### src/rtl/set_mode_ctrl.sv
// set_mode_ctrl
//   Alarm-clock set/display mode sequencer. Converts the debounced MODE/NEXT/INC
//   button levels into the mode code S, the two digit cursors CW (alarm) and
//   CW1 (time), the BLINK phase for the blinker, and one-cycle increment
//   strobes for the time and alarm counters.
//
//   Ports
//     CLK        in   system clock, rising edge
//     RST        in   synchronous reset, active-high
//     MODE_BTN   in   rising edge advances RUN->SET_TIME->SET_ALARM->VIEW_ALARM->RUN
//     NEXT_BTN   in   rising edge moves the active cursor to the next digit
//     INC_BTN    in   rising edge increments the digit under the active cursor
//     S          out  mode: 00 RUN, 10 SET_TIME, 11 SET_ALARM, 01 VIEW_ALARM
//     CW         out  alarm-digit cursor 0..3
//     CW1        out  time-digit cursor 0..3
//     BLINK      out  blink phase, 1 = digit visible
//     INC_TIME   out  one-cycle strobe, increment time digit CW1
//     INC_ALARM  out  one-cycle strobe, increment alarm digit CW
module set_mode_ctrl #(
    parameter int BLINK_DIV       = 25000000,
    parameter int TIMEOUT_TOGGLES = 20
) (
    input  logic       CLK,
    input  logic       RST,
    input  logic       MODE_BTN,
    input  logic       NEXT_BTN,
    input  logic       INC_BTN,
    output logic [1:0] S,
    output logic [1:0] CW,
    output logic [1:0] CW1,
    output logic       BLINK,
    output logic       INC_TIME,
    output logic       INC_ALARM
);

    localparam int BW = (BLINK_DIV > 1) ? $clog2(BLINK_DIV) : 1;
    localparam int TW = $clog2(TIMEOUT_TOGGLES + 1);
    localparam logic [BW-1:0] B_LAST = BW'(BLINK_DIV - 1);
    localparam logic [TW-1:0] T_LAST = TW'(TIMEOUT_TOGGLES - 1);

    // Encodings are the S output codes, so the state register drives S directly.
    typedef enum logic [1:0] {
        RUN        = 2'b00,
        VIEW_ALARM = 2'b01,
        SET_TIME   = 2'b10,
        SET_ALARM  = 2'b11
    } state_t;

    state_t        state, state_n;
    logic [1:0]    cw, cw_n, cw1, cw1_n;
    logic          blink, blink_n;
    logic          inc_time, inc_time_n, inc_alarm, inc_alarm_n;
    logic [BW-1:0] bcnt, bcnt_n;
    logic [TW-1:0] tcnt, tcnt_n;
    logic          prev_mode, prev_next, prev_inc;

    logic mode_raw, next_raw, inc_raw;
    logic mode_e, next_e, inc_e, editing;

    // prev registers reset to 1 so a button held through reset is not an edge.
    assign mode_raw = MODE_BTN & ~prev_mode;
    assign next_raw = NEXT_BTN & ~prev_next;
    assign inc_raw  = INC_BTN  & ~prev_inc;

    // Priority MODE > NEXT > INC; a losing edge is dropped, not deferred.
    assign mode_e = mode_raw;
    assign next_e = next_raw & ~mode_raw;
    assign inc_e  = inc_raw  & ~mode_raw & ~next_raw;

    assign editing = (state == SET_TIME) || (state == SET_ALARM);

    always_ff @(posedge CLK) begin
        if (RST) begin
            state     <= RUN;
            cw        <= 2'd0;
            cw1       <= 2'd0;
            blink     <= 1'b1;
            inc_time  <= 1'b0;
            inc_alarm <= 1'b0;
            bcnt      <= '0;
            tcnt      <= '0;
            prev_mode <= 1'b1;
            prev_next <= 1'b1;
            prev_inc  <= 1'b1;
        end else begin
            state     <= state_n;
            cw        <= cw_n;
            cw1       <= cw1_n;
            blink     <= blink_n;
            inc_time  <= inc_time_n;
            inc_alarm <= inc_alarm_n;
            bcnt      <= bcnt_n;
            tcnt      <= tcnt_n;
            prev_mode <= MODE_BTN;
            prev_next <= NEXT_BTN;
            prev_inc  <= INC_BTN;
        end
    end

    always_comb begin
        state_n     = state;
        cw_n        = cw;
        cw1_n       = cw1;
        blink_n     = blink;
        inc_time_n  = 1'b0;
        inc_alarm_n = 1'b0;
        bcnt_n      = bcnt;
        tcnt_n      = tcnt;

        if (mode_e) begin
            // Every state change restarts blink and timeout with the digit shown.
            bcnt_n  = '0;
            tcnt_n  = '0;
            blink_n = 1'b1;
            case (state)
                RUN: begin
                    state_n = SET_TIME;
                    cw1_n   = 2'd0;
                end
                SET_TIME: begin
                    state_n = SET_ALARM;
                    cw_n    = 2'd0;
                end
                SET_ALARM:  state_n = VIEW_ALARM;
                VIEW_ALARM: state_n = RUN;
                default:    state_n = RUN;
            endcase
        end else if (editing) begin
            if (next_e || inc_e) begin
                bcnt_n  = '0;
                tcnt_n  = '0;
                blink_n = 1'b1;
                if (next_e) begin
                    if (state == SET_TIME) cw1_n = cw1 + 2'd1;
                    else                   cw_n  = cw + 2'd1;
                end else begin
                    if (state == SET_TIME) inc_time_n  = 1'b1;
                    else                   inc_alarm_n = 1'b1;
                end
            end else if (bcnt == B_LAST) begin
                bcnt_n = '0;
                if (tcnt == T_LAST) begin
                    // Final toggle: abandon editing, cursors are left as they are.
                    state_n = RUN;
                    blink_n = 1'b1;
                    tcnt_n  = '0;
                end else begin
                    blink_n = ~blink;
                    tcnt_n  = tcnt + 1'b1;
                end
            end else begin
                bcnt_n = bcnt + 1'b1;
            end
        end else begin
            bcnt_n  = '0;
            tcnt_n  = '0;
            blink_n = 1'b1;
        end
    end

    assign S         = state;
    assign CW        = cw;
    assign CW1       = cw1;
    assign BLINK     = blink;
    assign INC_TIME  = inc_time;
    assign INC_ALARM = inc_alarm;

endmodule
### config.mk
export PLATFORM = sky130hd
export DESIGN_NAME = set_mode_ctrl
export DESIGN_NICKNAME = d
export VERILOG_FILES = /design/src/rtl/set_mode_ctrl.sv
export SDC_FILE = /design/constraint.sdc
export NUM_CORES = 1
export LEC_CHECK = 0
export ABC_CLOCK_PERIOD_IN_PS = 2900
export CORE_ASPECT_RATIO = 2
export CORE_MARGIN = 4
export CORE_UTILIZATION = 58
export DETAILED_ROUTE_END_ITERATION = 16
export GPL_TIMING_DRIVEN = 0
export PLACE_DENSITY = 0.76
export SETUP_SLACK_MARGIN = 0.5
export SYNTH_ARGS = -nofsm -noshare
export SYNTH_HDL_FRONTEND = slang
export SYNTH_SLANG_ARGS = --single-unit
### constraint.sdc
create_clock -name CLK -period 2.9 [get_ports CLK]
set_clock_uncertainty 0.15 [all_clocks]
set_input_delay 0.58 -clock CLK [delete_from_list [all_inputs] [get_ports CLK]]
set_output_delay 0.58 -clock CLK [all_outputs]
set_load 0.02 [all_outputs]
# Word level (Yosys, flattened, before mapping)
# Index checks and enable logic that the tools add are counted.
[op_classes]
addsub = 4
eq_ne = 9
n_mux = 22
n_reduce_logical = 15
bitwise_logic = 14
[ops]
columns = ["cell", "count"]
rows = [
  ["2-to-1 mux 2 bit", 17],
  ["adder 25 x 1 -> 25 bit, second input constant", 1],
  ["equality test 25 bit, second input constant", 1],
  ["nonzero test 2 bit", 6],
  ["AND reduction 5 bit", 2],
  ["OR reduction 5 bit", 2],
  ["inverter 1 bit", 8],
  ["one-hot mux 2 bit (4 select lines)", 1],
  ["AND 1 bit", 6],
  ["adder 5 x 1 -> 5 bit, second input constant", 1],
  ["equality test 5 bit, second input constant", 1],
  ["2-to-1 mux 5 bit", 1],
  ["adder 2 x 1 -> 2 bit, second input constant", 2],
  ["equality test 2 bit, second input constant", 2],
  ["inequality test 2 x 1 -> 1 bit, second input constant", 2],
  ["inequality test 2 bit, second input constant", 2],
  ["AND reduction 4 bit", 1],
  ["OR reduction 4 bit", 1],
  ["2-to-1 mux 1 bit", 3],
  ["equality test 2 x 1 -> 1 bit, second input constant", 1],
  ["zero test 2 bit", 1],
  ["logical OR 1 bit", 2],
]
[word_totals]
output_inout_bits = 9
reg_bits = 42
wordCells = 75

# Depth between registers and ports, before layout
[depth]
ltp_word = 9
ltp_mapped = 6
ltp_nobuf = 5

# Worst setup path before layout
# Ideal clock, no wire load.
[synth_path]
kind = "register to register"
start = "reg bcnt[0]"
end = "reg bcnt[24]"
required_ns = 2.664
synth_period_minus_slack_ns = 2.280
path_slack_ns = 0.620
path_buffers = 1
path_stages_with_launch = 7
arrival_ns = 2.044
path_cell_list = "dfxtp_1 > ha_1 > nand4_2 > or4_1 > buf_2 > or4_1 > a211oi_1"
[synth_between]
elab_chain_cells = 2
elab_cells_between_ends = 3
classes_between = "1 x add/sub; 1 x eq/ne; 1 x reduce/logical"
[synth_lines]
columns = ["item", "line_no", "text"]
rows = [
  ["from (decl)", "53", "logic [BW-1:0] bcnt, bcnt_n;"],
  ["from (signal assigned)", "92", "bcnt <= bcnt_n;"],
  ["parallel branches: the longest is 2 deep, another holds adder 25 x 1 -> 25 bit", "-", ""],
]
# Parallel ways; which one is timed is not known.
# A chain may end at the register's enable or synchronous reset.

# Worst setup path after layout
# Same ends and word-level chain as after synthesis.

==> impl_summary.log <==
[metrics] status: complete, no violations
[metrics] critical path type: flop to flop
[metrics] post-route minimum period: 2.32 ns
[metrics] initial cell density of the core: 0.599
[metrics] fraction of synthesized cell area in xor and xnor cells: 0.0556
[metrics] class of the tightest hold or removal check: flop to flop
[metrics] fillcell total: 285
[metrics] number of buffers inserted for hold repair after clock tree synthesis: 0
[metrics] DRC errors left: 0
[metrics] register bit count reported by yosys: 42
[metrics] top cell type's share of synthesized area: 0.411
[metrics] post-route worst setup slack: 0.582 ns
[metrics] Std-Cell Rows: 30
[metrics] CTS Root Cell: sky130_fd_sc_hd__clkbuf_8
[metrics] antenna violations before repair: 0
[metrics] most instantiated cells after synthesis: sky130_fd_sc_hd__dfxtp_1, sky130_fd_sc_hd__nor3_1, sky130_fd_sc_hd__a21oi_1, sky130_fd_sc_hd__o21ai_0, sky130_fd_sc_hd__nand3_1
[metrics] main combinational cell family by area after synthesis: simple AND/OR/NAND/NOR gates
[metrics] CTS tree: yes
[metrics] required time reported for the critical path endpoint: 2.97 ns
[metrics] area inside the core boundary: 0.00342 mm²
[metrics] count of routing violations after the opening detailed-route iteration: 37
[metrics] Post-Synthesis Cell Area: 0.00205 mm²
[metrics] CP Data Arrival Time: 2.38 ns
[metrics] internal portion of total power: 0.000962 W
[metrics] final estimated routing congestion in global placement: 0.789
[metrics] vias in the first global route: 1,828
[metrics] RSZ-0062 raised after global routing: true
[metrics] IR Drop Worst-Case VDD: 0.473 mV
[metrics] vias per cell: 6.15
[metrics] Cell Count, Final, Fillers Out: 302
[metrics] vias post-DR: 1,858
[metrics] library cell with the highest instance count after synthesis: sky130_fd_sc_hd__dfxtp_1
[metrics] average wire length per cell after detail routing: 15.6 µm
[metrics] Final Instance Area: 0.00248 mm²
[metrics] wire length of the first global-routing pass: 8200 µm
[metrics] nature of the critical path startpoint: flop
[metrics] final net count: 260
[metrics] warnings from Yosys: 0
[metrics] fraction of power consumed by sequential logic: 0.491
[metrics] Worst R2R Setup Slack: 0.58 ns
[metrics] async set-reset flop share out of synthesis: 0
[metrics] Reg clk slew, reported paths: 0.07 ns
[metrics] max cap viols: 0
[metrics] worst slew slack as a fraction of its limit: 0.657
[metrics] Pre-antenna DRT Iters: 4
[metrics] leading cell types by total area after synthesis: sky130_fd_sc_hd__dfxtp_1, sky130_fd_sc_hd__nor3_1, sky130_fd_sc_hd__a211oi_1, sky130_fd_sc_hd__xnor2_1, sky130_fd_sc_hd__or4_1
[metrics] number of enable-type register cells in the synthesized netlist: 0
[metrics] total count of max-transition violations in the final report: 0
[metrics] largest fanout on the critical path: 9
[metrics] most frequently used flop master after synthesis: sky130_fd_sc_hd__dfxtp_1
[metrics] number of cells produced by synthesis: 233
[metrics] critical path capture point type: flop
[metrics] number of buffers between clock root and the deepest sink: 2
[metrics] Post-Synthesis Mean Instance Area: 8.79 µm²
[metrics] Worst-Margin Slew: 0.507 ns
[metrics] num ports: 14
[metrics] simple-gate share of the synthesized area: 0.322
[metrics] count of input and output buffers: 13
[metrics] number of placed cells counting well taps: 294
[metrics] Diodes inserted: 0
[metrics] All-Layer GR Usage: 0.226
[metrics] Unique masters post-synth: 42
[metrics] share of synthesized area spent on multiplexers: 0.00978
[metrics] layout cells sized above 1: 0.138
[metrics] detailed placer's ending HPWL: 3420 µm
[metrics] power per cell area: 478 mW/mm²
[metrics] Clk Latency, worst-skew pair: 0.30 ns
[metrics] largest net degree at the start of global routing: 14
[metrics] Combinational Power Share: 0.028
[metrics] number of hold violations in the final report: 0
[metrics] Final period util: 0.799
[metrics] arithmetic-cell share of the synthesized area counting full adders, half adders and majority gates: 0.0122
[metrics] post-detailed-route count of antenna-violating nets: 0
[metrics] Final Hold Slack: 0.327 ns
[metrics] CTS H-Tree Depth: 2
[metrics] full die area: 0.00460 mm²
[metrics] Chip Height: 92.0 µm
[metrics] placement-stage cell area: 0.00224 mm²
[metrics] post-synth net total: 240
[metrics] total gr overflow: 0
[metrics] number of setup buffers added after CTS: 0
[metrics] sequential area share after synthesis: 0.411
[metrics] layout overhead on the synthesized area: 21.3%
[metrics] wire length reported by the detailed router: 4730 µm
[metrics] overall die width: 50.0 µm
[metrics] leak pwr: 0.731 nW
[metrics] Clock Power Share: 0.481
[metrics] CTS sink count: 42
[metrics] Switching Share: 0.190
[metrics] setup slack at placement: -0.0793 ns
[metrics] Final Setup Violations: 0
[metrics] share of the synthesized area in compound gates (AO/OA/AOI/OAI): 0.155
[metrics] cts bufs inserted: 5
[metrics] total net switching power: 0.000226 W
[metrics] highest attainable clock frequency: 431 MHz
[metrics] largest area contributor in the synthesized netlist: sky130_fd_sc_hd__dfxtp_1
kinds of logic (layout without fill, tap and decap cells):
logic type,Yosys count,count (layout)
AO/OA/AOI/OAI,51,51
AND/OR/NAND/NOR,105,105
multiplexers,2,2
buffers and inverters,18,39
adder cells (fa/ha/maj),2,2
XOR/XNOR,13,13
flip-flops,42,42
timing repair:
| action | in CTS | in global routing |
|---|---|---|
| endpoints found under the setup margin | 30 | 32 |
| pin swaps | 1 | 3 |
| gates resized for setup | 10 | 15 |
registers in the layout (all words and copies together), names as in the netlist:
name,count
CW1,2
prev_next,1
S,2
prev_mode,1
BLINK,1
tcnt,5
prev_inc,1
INC_ALARM,1
bcnt,25
INC_TIME,1
CW,2
metal layers:
layer	up-vias	part of all wire	track usage
li1	926	-	-
met1	893	0.39	0.233
met4	0	0.021	0.0924
met2	31	0.56	0.427
met3	8	0.029	0.0407
met5	-	0	0
worst max-delay path: stages (launching register included):
cell,delay [ns]
sky130_fd_sc_hd__dfxtp_4,0.38
sky130_fd_sc_hd__ha_4,0.17
sky130_fd_sc_hd__nand4_4,0.13
sky130_fd_sc_hd__or4_4,0.55
sky130_fd_sc_hd__buf_4,0.18
sky130_fd_sc_hd__or4_1,0.49
sky130_fd_sc_hd__a211oi_2,0.20
worst paths after layout:
kind	from	endpoint	cells past startpoint
worst max register to register	bcnt[0]$_SDFF_PP0_	bcnt[24]$_SDFF_PP0_	6
worst max-delay path	bcnt[0]$_SDFF_PP0_	bcnt[24]$_SDFF_PP0_	6
worst min-delay path	bcnt[0]$_SDFF_PP0_	bcnt[0]$_SDFF_PP0_	1
worst min register to register	bcnt[0]$_SDFF_PP0_	bcnt[0]$_SDFF_PP0_	1
layout by cell type, fill, tap and decap left out, types with 5 or more instances in the layout:
| cell | instances |
|---|---|
| sky130_fd_sc_hd__nand4_1 | 8 |
| sky130_fd_sc_hd__nand2_1 | 11 |
| sky130_fd_sc_hd__clkbuf_8 | 6 |
| sky130_fd_sc_hd__or4_1 | 7 |
| sky130_fd_sc_hd__nand2b_1 | 5 |
| sky130_fd_sc_hd__o31ai_1 | 7 |
| sky130_fd_sc_hd__dfxtp_1 | 39 |
| sky130_fd_sc_hd__o21ai_0 | 13 |
| sky130_fd_sc_hd__clkdlybuf4s50_1 | 13 |
| sky130_fd_sc_hd__a21oi_1 | 13 |
| sky130_fd_sc_hd__a211oi_1 | 8 |
| sky130_fd_sc_hd__xor2_1 | 5 |
| sky130_fd_sc_hd__nand3_1 | 12 |
| sky130_fd_sc_hd__nor3_1 | 18 |
| sky130_fd_sc_hd__xnor2_1 | 8 |
| sky130_fd_sc_hd__inv_1 | 7 |
| sky130_fd_sc_hd__clkbuf_1 | 6 |
cell type report:
| class | instances | area [µm²] | area share |
|---|---|---|---|
| Buffer | 11 | 50.0 | 0.0202 |
| Clock buffer | 6 | 82.6 | 0.0333 |
| Clock inverter | 2 | 60.1 | 0.0242 |
| Inverter | 7 | 26.3 | 0.0106 |
| Multi-Input combinational cell | 173 | 1230 | 0.494 |
| Sequential cell | 42 | 847 | 0.341 |
| Tap cell | 48 | 60.1 | 0.0242 |
| Timing Repair Buffer | 13 | 130 | 0.0524 |
per-stage QoR:
step / utilization / power [W] / setup TNS, ns
final: 0.727 / 0.00119 / 0
after floorplan: - / 0.000614 / 0
after CTS: 0.710 / 0.00119 / 0
after global placement: 0.655 / 0.000628 / -1.63
after detailed placement: 0.655 / 0.000628 / -0.651
after global routing: 0.727 / 0.00122 / 0
power by group through the flow:
stage               Clock (W)  Sequential, W  Combinational [W]
floorplan                   0       0.000598          0.0000162
global placement            0       0.000597          0.0000313
CTS                  0.000575       0.000584          0.0000337
finish               0.000571       0.000583          0.0000338
global route         0.000601       0.000584          0.0000367
detailed placement          0       0.000597          0.0000313
(Power assumes the default switching activity.)
